`config.mk`:
```
export PLATFORM = sky130hd
export DESIGN_NAME = pe_cfg_flat
export DESIGN_NICKNAME = d
export VERILOG_FILES = /design/src/rtl/pe_cfg_if.sv /design/src/rtl/pe_cfg.sv /design/src/flat_wrapper.sv
export SDC_FILE = /design/constraint.sdc
export NUM_CORES = 1
export LEC_CHECK = 0
export ABC_AREA = 1
export CAP_MARGIN = 20
export CORE_MARGIN = 2
export CORE_UTILIZATION = 38
export DETAILED_ROUTE_END_ITERATION = 7
export GPL_TIMING_DRIVEN = 0
export MAX_ROUTING_LAYER = met4
export PLACE_DENSITY = 0.54
export SLEW_MARGIN = 20
export SYNTH_ARGS = -nofsm -noshare
export SYNTH_HDL_FRONTEND = slang
export SYNTH_SLANG_ARGS = --single-unit
```
`constraint.sdc`:
```
create_clock -name clk -period 15.1 [get_ports clk]
set_input_delay 2.265 -clock clk [delete_from_list [all_inputs] [get_ports clk]]
set_output_delay 2.265 -clock clk [all_outputs]
set_load 0.02 [all_outputs]
```
`src/rtl/pe_cfg_if.sv`:
```
// pe_cfg_if: the data, weight-chain and control signals of one pe_cfg
// processing element. Each PE gets its own instance. A bench or an array
// wrapper ties act_o to the right neighbour and psum_o/w_o to the PE below.
//   slave  : the PE side (pe_cfg uses this modport)
//   master : the side that drives the PE inputs and watches its outputs
interface pe_cfg_if #(
    parameter int DWIDTH = 8,
    parameter int PWIDTH = 24
);
    logic              enable;
    logic              mode;
    logic [DWIDTH-1:0] act_i;
    logic              act_vld_i;
    logic [DWIDTH-1:0] act_o;
    logic              act_vld_o;
    logic [PWIDTH-1:0] psum_i;
    logic              psum_vld_i;
    logic [PWIDTH-1:0] psum_o;
    logic              psum_vld_o;
    logic [DWIDTH-1:0] w_i;
    logic [DWIDTH-1:0] w_o;
    logic              w_shift;
    logic              w_swap;
    logic              clr_acc;
    logic              drain_i;
    logic              ovf_o;

    modport slave (
        input  enable, mode, act_i, act_vld_i, psum_i, psum_vld_i, w_i,
               w_shift, w_swap, clr_acc, drain_i,
        output act_o, act_vld_o, psum_o, psum_vld_o, w_o, ovf_o
    );

    modport master (
        output enable, mode, act_i, act_vld_i, psum_i, psum_vld_i, w_i,
               w_shift, w_swap, clr_acc, drain_i,
        input  act_o, act_vld_o, psum_o, psum_vld_o, w_o, ovf_o
    );
endinterface

```
`src/rtl/pe_cfg.sv`:
```
// pe_cfg: configurable systolic-array processing element.
//   mode 0 (WS): the weight stays in the active register and psums flow down
//   the column with the product added.
//   mode 1 (OS): the PE accumulates locally using the streaming weight w_i.
//   A drain_i pulse broadcast to the column shifts the accumulators out
//   through psum_o, bottom row first.
// Ports:
//   clk      rising-edge clock
//   reset_n  synchronous, active-low reset
//   bus      pe_cfg_if.slave: activations, psums, weight chain, control, ovf_o
// Parameters: DWIDTH operand width, PWIDTH psum width (>= 2*DWIDTH),
//   SIGNED two's-complement arithmetic, SATURATE clamp instead of wrap.
module pe_cfg #(
    parameter int DWIDTH   = 8,
    parameter int PWIDTH   = 24,
    parameter bit SIGNED   = 1'b1,
    parameter bit SATURATE = 1'b1
) (
    input  logic    clk,
    input  logic    reset_n,
    pe_cfg_if.slave bus
);
    typedef enum logic {ST_ACC, ST_DRAIN} state_t;

    state_t              state, state_nxt;
    logic [DWIDTH-1:0]   shadow, w_act, w_sel;
    logic [2*DWIDTH-1:0] prod;
    logic [PWIDTH-1:0]   prod_ext, ws_addend;
    logic [PWIDTH-1:0]   acc, acc_nxt;
    logic [PWIDTH-1:0]   psum_q, psum_nxt;
    logic                pvld_q, pvld_nxt;
    logic                ovf_q, ovf_nxt;
    logic [DWIDTH-1:0]   act_q;
    logic                act_vld_q;
    logic [PWIDTH:0]     ws_sum, acc_sum;   // {overflow, result}
    logic                restart;

    // Add at PWIDTH+1 bits so the true sum is always representable. The MSB
    // of the return value flags an out-of-range sum, and the low bits are
    // either the clamped sum or the sum modulo 2^PWIDTH.
    function automatic logic [PWIDTH:0] add_chk(input logic [PWIDTH-1:0] a,
                                                input logic [PWIDTH-1:0] b);
        logic [PWIDTH:0]   s;
        logic              ov;
        logic [PWIDTH-1:0] r;
        if (SIGNED) begin
            s  = {a[PWIDTH-1], a} + {b[PWIDTH-1], b};
            ov = s[PWIDTH] ^ s[PWIDTH-1];
            if (ov && SATURATE)
                r = s[PWIDTH] ? {1'b1, {(PWIDTH-1){1'b0}}} : {1'b0, {(PWIDTH-1){1'b1}}};
            else
                r = s[PWIDTH-1:0];
        end else begin
            s  = {1'b0, a} + {1'b0, b};
            ov = s[PWIDTH];
            r  = (ov && SATURATE) ? {PWIDTH{1'b1}} : s[PWIDTH-1:0];
        end
        return {ov, r};
    endfunction

    // OS multiplies by the streaming weight. WS uses the swapped-in weight.
    assign w_sel = bus.mode ? bus.w_i : w_act;

    generate
        if (SIGNED) begin : g_smul
            assign prod     = $signed(bus.act_i) * $signed(w_sel);
            assign prod_ext = PWIDTH'($signed(prod));
        end else begin : g_umul
            assign prod     = bus.act_i * w_sel;
            assign prod_ext = PWIDTH'(prod);
        end
    endgenerate

    assign ws_addend = bus.act_vld_i ? prod_ext : '0;
    assign ws_sum    = add_chk(bus.psum_i, ws_addend);
    assign acc_sum   = add_chk(acc, prod_ext);

    // A drain start also restarts the accumulator. The old value is already
    // on its way out through psum_o.
    assign restart = bus.clr_acc || (state == ST_ACC && bus.drain_i);

    always_comb begin
        state_nxt = state;
        psum_nxt  = psum_q;
        pvld_nxt  = pvld_q;
        acc_nxt   = acc;
        ovf_nxt   = bus.clr_acc ? 1'b0 : ovf_q;
        if (!bus.mode) begin
            state_nxt = ST_ACC;
            psum_nxt  = ws_sum[PWIDTH-1:0];
            pvld_nxt  = bus.act_vld_i | bus.psum_vld_i;
            ovf_nxt   = ovf_nxt | ws_sum[PWIDTH];
        end else begin
            if (restart) begin
                acc_nxt = bus.act_vld_i ? prod_ext : '0;
            end else if (bus.act_vld_i) begin
                acc_nxt = acc_sum[PWIDTH-1:0];
                ovf_nxt = ovf_nxt | acc_sum[PWIDTH];
            end
            case (state)
                ST_ACC: begin
                    pvld_nxt = 1'b0;
                    if (bus.drain_i) begin
                        psum_nxt  = acc;
                        pvld_nxt  = 1'b1;
                        state_nxt = ST_DRAIN;
                    end
                end
                ST_DRAIN: begin
                    // Pass the rows above through. The first invalid slot
                    // means the column above has finished draining.
                    psum_nxt = bus.psum_i;
                    pvld_nxt = bus.psum_vld_i;
                    if (!bus.psum_vld_i)
                        state_nxt = ST_ACC;
                end
                default: state_nxt = ST_ACC;
            endcase
        end
    end

    always_ff @(posedge clk) begin
        if (!reset_n) begin
            state     <= ST_ACC;
            shadow    <= '0;
            w_act     <= '0;
            acc       <= '0;
            psum_q    <= '0;
            pvld_q    <= 1'b0;
            ovf_q     <= 1'b0;
            act_q     <= '0;
            act_vld_q <= 1'b0;
        end else if (bus.enable) begin
            state     <= state_nxt;
            acc       <= acc_nxt;
            psum_q    <= psum_nxt;
            pvld_q    <= pvld_nxt;
            ovf_q     <= ovf_nxt;
            act_q     <= bus.act_i;
            act_vld_q <= bus.act_vld_i;
            // The swap reads the pre-edge shadow, so a shift and a swap in
            // the same cycle do not interfere with each other.
            if (bus.w_shift || bus.mode)
                shadow <= bus.w_i;
            if (bus.w_swap)
                w_act <= shadow;
        end
    end

    assign bus.act_o      = act_q;
    assign bus.act_vld_o  = act_vld_q;
    assign bus.psum_o     = psum_q;
    assign bus.psum_vld_o = pvld_q;
    assign bus.w_o        = shadow;
    assign bus.ovf_o      = ovf_q;
endmodule

```
`src/flat_wrapper.sv`:
```
// flat-port wrapper written by rule: the top's interface ports become plain ports
module pe_cfg_flat 
#(
    parameter int DWIDTH   = 8,
    parameter int PWIDTH   = 24,
    parameter bit SIGNED   = 1'b1,
    parameter bit SATURATE = 1'b1
)
  (clk, reset_n, bus_enable, bus_mode, bus_act_i, bus_act_vld_i, bus_psum_i, bus_psum_vld_i, bus_w_i, bus_w_shift, bus_w_swap, bus_clr_acc, bus_drain_i, bus_act_o, bus_act_vld_o, bus_psum_o, bus_psum_vld_o, bus_w_o, bus_ovf_o);
  pe_cfg_if #(.DWIDTH(DWIDTH), .PWIDTH(PWIDTH)) bus_i ();
  input  logic clk;
  input  logic reset_n;
  input wire logic [$bits(bus_i.enable)-1:0] bus_enable;
  input wire logic [$bits(bus_i.mode)-1:0] bus_mode;
  input wire logic [$bits(bus_i.act_i)-1:0] bus_act_i;
  input wire logic [$bits(bus_i.act_vld_i)-1:0] bus_act_vld_i;
  input wire logic [$bits(bus_i.psum_i)-1:0] bus_psum_i;
  input wire logic [$bits(bus_i.psum_vld_i)-1:0] bus_psum_vld_i;
  input wire logic [$bits(bus_i.w_i)-1:0] bus_w_i;
  input wire logic [$bits(bus_i.w_shift)-1:0] bus_w_shift;
  input wire logic [$bits(bus_i.w_swap)-1:0] bus_w_swap;
  input wire logic [$bits(bus_i.clr_acc)-1:0] bus_clr_acc;
  input wire logic [$bits(bus_i.drain_i)-1:0] bus_drain_i;
  output wire logic [$bits(bus_i.act_o)-1:0] bus_act_o;
  output wire logic [$bits(bus_i.act_vld_o)-1:0] bus_act_vld_o;
  output wire logic [$bits(bus_i.psum_o)-1:0] bus_psum_o;
  output wire logic [$bits(bus_i.psum_vld_o)-1:0] bus_psum_vld_o;
  output wire logic [$bits(bus_i.w_o)-1:0] bus_w_o;
  output wire logic [$bits(bus_i.ovf_o)-1:0] bus_ovf_o;
  assign bus_i.enable = bus_enable;
  assign bus_i.mode = bus_mode;
  assign bus_i.act_i = bus_act_i;
  assign bus_i.act_vld_i = bus_act_vld_i;
  assign bus_i.psum_i = bus_psum_i;
  assign bus_i.psum_vld_i = bus_psum_vld_i;
  assign bus_i.w_i = bus_w_i;
  assign bus_i.w_shift = bus_w_shift;
  assign bus_i.w_swap = bus_w_swap;
  assign bus_i.clr_acc = bus_clr_acc;
  assign bus_i.drain_i = bus_drain_i;
  assign bus_act_o = bus_i.act_o;
  assign bus_act_vld_o = bus_i.act_vld_o;
  assign bus_psum_o = bus_i.psum_o;
  assign bus_psum_vld_o = bus_i.psum_vld_o;
  assign bus_w_o = bus_i.w_o;
  assign bus_ovf_o = bus_i.ovf_o;
  pe_cfg #(.DWIDTH(DWIDTH), .PWIDTH(PWIDTH), .SIGNED(SIGNED), .SATURATE(SATURATE)) u_core (.clk(clk), .reset_n(reset_n), .bus(bus_i));
endmodule
```
## Yosys cells after proc, flatten, opt, wreduce, memory -nomap -nowiden

Cells that the tools add are included.
W data, S select, Z words.

- Add/subtract/negate cells: 2
- Multipliers: 1
- Equality and inequality tests: 1
- Muxes and demuxes: 21
- Bitwise gates (word level): 6
- Reductions and logical operators: 8

Operator list:

| cell | count |
|---|---|
| $mux W24 | 9 |
| $pmux W24 S2 | 1 |
| $add A24 B16 Y25 | 1 |
| $add A24 B24 Y25 | 1 |
| $mul A8 B8 Y16 | 1 |
| $mux W1 | 8 |
| $mux W8 | 1 |
| $reduce_and A2 Y1 | 3 |
| $pmux W1 S2 | 2 |
| $ne A3 B3 Y1 const B | 1 |
| $or A1 B1 Y1 | 3 |
| $reduce_and A3 Y1 | 1 |
| $logic_or A1 B1 Y1 | 2 |
| $reduce_bool A2 Y1 | 1 |
| $xor A1 B1 Y1 | 2 |
| $logic_and A1 B1 Y1 | 1 |
| $not A1 Y1 | 1 |

- Flip-flop bits (word level): 76
- Input bits: 50
- Output and inout bits: 43

## Depth between registers and ports, before layout

Gate-level depths: netlist of run 1.

- Depth in word-level cells: 8
- Mapped depth: 46

## Worst setup path after synthesis of run 1

No wires, ideal clock.

- Path type: in2reg
- Start point: in bus_mode
- End point: reg u_core.acc[10]
- Data arrival time: 8.864 ns
- Data required time: 14.968 ns
- Path slack: 6.104 ns
- Stages: 41
- Path buffers: 3
- Cells stage by stage: clkbuf_1 -> clkbuf_1 -> mux2i_1 -> nor2_1 -> fa_1 -> inv_1 -> fa_1 -> inv_1 -> fa_1 -> inv_1 -> fa_1 -> inv_1 -> ha_1 -> nand3_1 -> nand2_1 -> a21oi_1 -> o21bai_1 -> a21oi_1 -> [5 not listed] -> nand2_1 -> inv_1 -> ha_1 -> nand2_1 -> nor2_1 -> a211oi_1 -> o21ai_0 -> nand2_1 -> nand3_1 -> nor2_1 -> a21oi_1 -> inv_1 -> nor2_1 -> nor2_1 -> clkbuf_1 -> o21ai_0 -> o211ai_1 -> a21oi_1

- Longest elaborated chain between the ends: 7

RTL lines:

| element | line | text |
|---|---|---|
| start: declaration | flat_wrapper.sv:14 | `input wire logic [$bits(bus_i.mode)-1:0] bus_mode;` |
| $mux W8 | pe_cfg.sv:62 | `assign w_sel = bus.mode ? bus.w_i : w_act;` |
| $mul A8 B8 Y16 | pe_cfg.sv:66 | `assign prod = $signed(bus.act_i) * $signed(w_sel);` |
| $add A24 B16 Y25 | pe_cfg.sv:47 | `s = {a[PWIDTH-1], a} + {b[PWIDTH-1], b};` |
| $mux W24 or $xor A1 B1 Y1 (tied branches) | pe_cfg.sv:50, pe_cfg.sv:48 |  |
| $mux W24 | pe_cfg.sv:49 | `if (ov && SATURATE)` |
| $mux W24 | pe_cfg.sv:96 | `end else if (bus.act_vld_i) begin` |
| $mux W24 | pe_cfg.sv:94 | `if (restart) begin` |
| end signal: assignment | pe_cfg.sv:135 | `acc <= acc_nxt;` |
| end: declaration | pe_cfg.sv:29 | `logic [PWIDTH-1:0] acc, acc_nxt;` |

Parallel ways exist; a longest one is shown, timed or not. The select of a mux whose other input is x is not followed.
A chain may end at the register's enable or synchronous reset.

## Worst setup path in the final report of run 1

- Start point: in bus_mode
- End point: reg u_core.acc[1]

Same word-level chain as after synthesis.

==> results of run 1 <==
[through the flow]
stage | instance area, um2 | hold slack, ns | power [W] | cells
3_5_place_dp | 10100 | 0.463 | 0.00208 | 1665
3_3_place_gp | 10100 | 0.459 | 0.00208 | 1665
5_1_grt | 10400 | 0.496 | 0.00258 | 1681
2_1_floorplan | 8830 | 0.459 | 0.00167 | 1289
4_1_cts | 10400 | 0.473 | 0.00232 | 1681
6_report | 10400 | 0.476 | 0.00230 | 1682
[logic make-up (layout without fill, tap and decap cells)]
kind of cell,Yosys count,in the layout
adders and majority gates,126,126
other,0,1
xor gates and xnor gates,47,47
buffers and inverters,260,367
DFF,76,76
AOI/OAI and AO/OA,244,244
and+or+nand+nor,532,532
muxes,4,4
[placed cells by master, fill, tap and decap left out, types with 3 or more instances in the layout]
cell,count
nand3_1,64
nand2_1,200
nor2_1,186
a21boi_0,3
o21ai_1,7
a21oi_1,93
or2_2,8
clkdlybuf4s50_1,91
nor2_2,6
nand4_1,10
o21ai_0,87
mux2i_1,4
a31oi_1,9
ha_1,69
a21o_1,4
nand2_4,6
o211ai_1,19
nand4_2,3
clkbuf_16,9
xor2_1,28
o21bai_1,5
xnor2_1,19
inv_1,205
nand2_2,13
fa_1,57
nand3_2,25
clkbuf_1,31
dfxtp_1,76
clkinv_1,4
o31ai_1,3
o41ai_1,3
inv_2,10
buf_6,5
nor3_1,4
a211oi_1,6
[power by group]
| part | internal (W) | switching (W) |
|---|---|---|
| sequential | 0.000233 | 0.0000220 |
| clock | 0.000137 | 0.0000905 |
| combinational | 0.000684 | 0.00114 |
| total | 0.00105 | 0.00125 |
[area by class of cell]
cell class | count | area [um2] | area share [%]
clock buffers | 12 | 256 | 2.46
well taps | 285 | 357 | 3.43
flip-flops and latches | 76 | 1520 | 14.6
multi-input cells | 953 | 6260 | 60.2
clock inverters | 4 | 47.5 | 0.457
diodes | 1 | 2.50 | 0.0240
inverters | 219 | 822 | 7.90
repair buffers | 91 | 911 | 8.75
plain buffers | 41 | 226 | 2.18
[registers in the layout, summed over array words and instances, names as in the netlist]
register and count:
u_core.bus.psum_o 24, u_core.bus.act_o 8, u_core.bus.w_o 8, u_core.bus.psum_vld_o 1, u_core.w_act 8, u_core.bus.ovf_o 1, u_core.bus.act_vld_o 1, u_core.state 1
u_core.acc 24
[routing by layer]
metal	vias up	part of all wire [%]	wire (um)	GRT usage (%)
li1	4349	-	-	-
met1	3884	47	11900	28.7
met2	141	47	11800	37.0
met3	31	4.1	1020	2.99
met4	0	1.9	477	6.07
met5	-	0	0	-
[how the worst max path moves through the flow]
| stage | endpoint | slack (ns) |
|---|---|---|
| floorplan | u_core.acc[10] | 6.10 |
| global placement | u_core.acc[12] | 4.49 |
| detailed placement | u_core.acc[1] | 4.51 |
| CTS | u_core.acc[12] | 4.85 |
| global route | u_core.acc[10] | 3.97 |
| finish | u_core.acc[1] | 4.69 |
[critical path, delay by kind of cell]
family	cells	cell delay [ns]
AO/OA/AOI/OAI	8	1.28
buffers and inverters	9	1.34
adder cells (fa/ha/maj)	6	2.80
multiplexers	1	0.78
AND/OR/NAND/NOR	14	2.15
==> impl_metrics.ini, run 1 <==
[power_and_ir_drop]
cellLeakagePower_nw = 5.22
ir_drop_mv = 0.119
p_per_area_nw_per_um2 = 221

[synthesis]
yosysMostFrequentCell = inv_1
seq_area_frac_synth_pct = 17.2
synth_cells = 1289
synthSimpleGateAreaFrac_pct = 27.7
syn_area_um2 = 8830
synth_top_area_share_pct = 17.2
yosys_most_used_dff = dfxtp_1
synthArstFlopShare_pct = 0
synthMuxAreaShare_pct = 0.453
synth_top_family_by_area = simple AND/OR/NAND/NOR gates
avgSynthCellArea_um2 = 6.85
synth_compound_area_share_pct = 15.4
syn_nets = 1465
yosys_warnings = 0
synth-edff-count = 0
synth_top_cells_by_count = inv_1, nand2_1, nor2_1
synth_xor_xnor_area_share_pct = 4.66
ys_seq_elements = 76
synth_area_leaders = dfxtp_1, fa_1, ha_1, inv_1, nand2_1
synthAdderAreaFrac_pct = 22.7
yosys.area.top_type = dfxtp_1
yosysUniqueCellTypes = 44

[layout]
nNetsFinal = 1567
syn2layout_area_growth_pct = 17.8
n_fill_cell = 2437
drive_above_1_share_pct = 7.16
fin_util_pct = 45.8

[place]
hpwl_um = 21300
port_buffers = 91
pre_cts_ws_ns = 4.51
gp_congestion = 0.891

[critical_path]
regToRegStartpoint = u_core.w_act[3]
cp_max_fo = 10
reg2reg_to = u_core.acc[1]
crit_top_cell = inv_1
critPathRequiredTime_ns = 15.35
r2r_cells = 36
slowest_stage = mux2i_1
worst_path_largest_cell_delay_ns = 0.78
worstSetupPathType = primary input to register
cp-start-kind = primary input
regToRegSetupSlack_ns = 7.32
end_kind = register
crit_start = bus_mode
critPathArrivalTime_ns = 10.66

[sta]
final.min_clock_period_ns = 10.41
setup_ws_ns = 4.69
setup_tns_ns = 0
grt_setup_unrepaired = false
slew_violations = 0
finClkSkew_ns = 0.00905
worst_pin_slew_ns = 0.959
final_hold_viol_count = 0
relSlewSlack_pct = 35.4
finalCritPeriodShare_pct = 69.0
setup_viol = 0
fmax_mhz = 96.0

[global_routing]
grt_overflow = 0
grt_pass1_vias = 8534
antenna_found_initial = 0
grt_max_degree = 13
grt_usage_pct = 22.3
grt_pass1_wl_um = 42000

[run_status]
status = completed

[die]
initial_core_util_pct = 38.9
core-area_um2 = 22700
boundaryPins = 93
rows = 55
die_area_um2 = 24500
die_h_um = 156
die_x_um = 156

[drt]
dr.pass1.iters = 5
vias_per_cell = 5.00
vias = 8405
drtAntennaViolNets = 0
detail_route.iter0.violations = 415
drc = 0
routedWlPerCell_um = 15.0
postRouteWirelength_um = 25200

[worst_hold_path]
hold_end = u_core.w_act[1]
hold_depth = 2
min-delay-start = u_core.bus.w_o[1]
min_path_type = register to register

[clock_tree]
cts_setup_buffers = 0
path_clk_slew_ns = 0.06
ctsResizeCount = 0
numCtsBuffers = 9
clock-root-buffer = clkbuf_16
htreeDepth = 3
clockBufferDepth = 2
insertion_delay_ns = 0.35
cts_tree = done
hold_buffers = 0
clock-sinks = 76

[flow_run]
maxCapViolCount = 0
Note: power is estimated with default switching activity, not from simulation.
==> run 2, diff against run 1 <==
--- a/config.mk
+++ b/config.mk
@@ -12,7 +12,7 @@
 export DETAILED_ROUTE_END_ITERATION = 7
 export GPL_TIMING_DRIVEN = 0
 export MAX_ROUTING_LAYER = met4
-export PLACE_DENSITY = 0.54
+export PLACE_DENSITY = 0.56
 export SLEW_MARGIN = 20
 export SYNTH_ARGS = -nofsm -noshare
 export SYNTH_HDL_FRONTEND = slang
==> constraint.sdc (replaced) <==
create_clock -name clk -period 8.5 [get_ports clk]
set_input_delay 1.275 -clock clk [delete_from_list [all_inputs] [get_ports clk]]
set_output_delay 1.275 -clock clk [all_outputs]
set_load 0.02 [all_outputs]
==> impl_metrics.ini, run 2 (synthesized netlist as in run 1, its figures left out) <==
[worst_hold_path]
min-delay-start = u_core.bus.w_o[4]
min_path_type = register to register
hold_end = u_core.w_act[4]
hold_depth = 2

[power_and_ir_drop]
ir_drop_mv = 0.232
power_w = 0.00420
p_int_w = 0.00192
swShare_pct = 54.2
p_per_area_nw_per_um2 = 395
seq_power_share_pct = 10.9
cellLeakagePower_nw = 5.26
p_sw_w = 0.00228
combPwrFrac_pct = 80.1
p_clk_share_pct = 9.0

[drt]
top_layer = met4
met3_length_um = 864
vias = 8549
vias_per_cell = 5.06
postRouteWirelength_um = 25200
met2_length_um = 12200
met1_length_um = 11800
drtAntennaViolNets = 0
dr.pass1.iters = 5
detail_route.iter0.violations = 460
routedWlPerCell_um = 14.9
drc = 0

[run_status]
status = completed

[critical_path]
crit_top_cell = nand2_1
end_kind = register
regToRegStartpoint = u_core.w_act[6]
worst_path_largest_cell_delay_ns = 0.70
critPathArrivalTime_ns = 8.14
worstSetupPathType = primary input to register
regToRegSetupSlack_ns = 1.71
reg2reg_to = u_core.bus.psum_o[14]
critPathRequiredTime_ns = 8.71
cp-start-kind = primary input
slowest_stage = fa_1
cp_max_fo = 10
r2r_cells = 40

[die]
rows = 55
initial_core_util_pct = 38.9
die_h_um = 156
die_area_um2 = 24500
boundaryPins = 93
die_x_um = 156
core-area_um2 = 22700

[sta]
setup_ws_ns = 0.574
setup_viol = 0
slew_violations = 0
finalCritPeriodShare_pct = 93.3
final_hold_viol_count = 0
fmax_mhz = 126
worst_pin_slew_ns = 0.957
final.min_clock_period_ns = 7.93
relSlewSlack_pct = 35.7
whs_ns = 0.472
finClkSkew_ns = 0.00601

[layout]
fin_cells = 1689
mostFrequentLayoutCell = inv_1
n_fill_cell = 2429
final_cell_mix = inv_1, nand2_1, nor2_1, a21oi_1, clkdlybuf4s50_1
fin_util_pct = 46.8
antenna_cells = 0
drive_above_1_share_pct = 9.76
syn2layout_area_growth_pct = 20.3
nNetsFinal = 1575

[place]
dp.cells = 1665
port_buffers = 91
pre_cts_ws_ns = -0.986
gp_congestion = 0.876
hpwl_um = 21000

[global_routing]
grt_max_degree = 14
grt_pass1_vias = 8438
grt_overflow = 0
antenna_found_initial = 0
grt_pass1_wl_um = 41700
grt_usage_pct = 22.0

[clock_tree]
path_clk_slew_ns = 0.06
clock-sinks = 76
insertion_delay_ns = 0.34
htreeDepth = 3
clock-root-buffer = clkbuf_16
numCtsBuffers = 9
clockBufferDepth = 2
cts_tree = done

[flow_run]
maxCapViolCount = 0
[run 2: power by group through the flow]
| stage | Sequential [W] | Combinational [W] | Clock, W |
|---|---|---|---|
| finish | 0.000456 | 0.00336 | 0.000378 |
| global route | 0.000463 | 0.00381 | 0.000397 |
| CTS | 0.000456 | 0.00325 | 0.000386 |
| detailed placement | 0.000463 | 0.00322 | 0 |
| global placement | 0.000463 | 0.00321 | 0 |
| floorplan | 0.000495 | 0.00247 | 0 |
[run 2: through the flow]
step                cell area [um2]  setup TNS, ns
finish                        10600              0
global route                  10600       -0.00523
CTS                           10400              0
detailed placement            10100         -37.35
global placement              10100         -34.98
floorplan                      8830              0
[run 2: cell type report]
class / count / area (um2) / area share, %
Sequential cell: 76 / 1520 / 14.3
Tap cell: 285 / 357 / 3.36
Timing Repair Buffer: 99 / 983 / 9.25
Buffer: 41 / 246 / 2.32
Clock buffer: 11 / 253 / 2.38
Inverter: 219 / 826 / 7.77
Multi-Input combinational cell: 953 / 6410 / 60.3
Clock inverter: 5 / 33.8 / 0.318
[run 2: repair_timing]
action                                  4_1_cts  5_1_grt
endpoints found under the setup margin       47       47
gates resized for setup                      17       37
gates cloned                                  0        0
pin swaps                                     0        3
hold buffers                                  0        0
setup buffers                                 0        8
[run 2: metal layers]
layer | GRT usage (%) | up-vias
li1 | - | 4358
met1 | 28.6 | 4045
met2 | 36.8 | 123
met3 | 2.49 | 23
met4 | 5.02 | 0
met5 | - | -
[run 2: worst max path at each step]
stage / from / endpoint / slack, ns / cells after the start
floorplan: bus_mode / u_core.acc[10] / 0.49 / 41
global placement: bus_mode / u_core.acc[11] / -0.94 / 39
detailed placement: bus_mode / u_core.acc[1] / -0.99 / 38
CTS: bus_mode / u_core.acc[11] / 0.05 / 40
global route: bus_mode / u_core.bus.psum_o[10] / -0.004 / 46
finish: bus_w_i[2] / u_core.acc[7] / 0.57 / 35
[run 2: worst max-delay path, delay by kind of cell]
kind,cells,cell delay [ns]
AO/OA/AOI/OAI,4,0.38
adder cells (fa/ha/maj),6,2.95
buffers and inverters,9,1.37
AND/OR/NAND/NOR,16,2.16
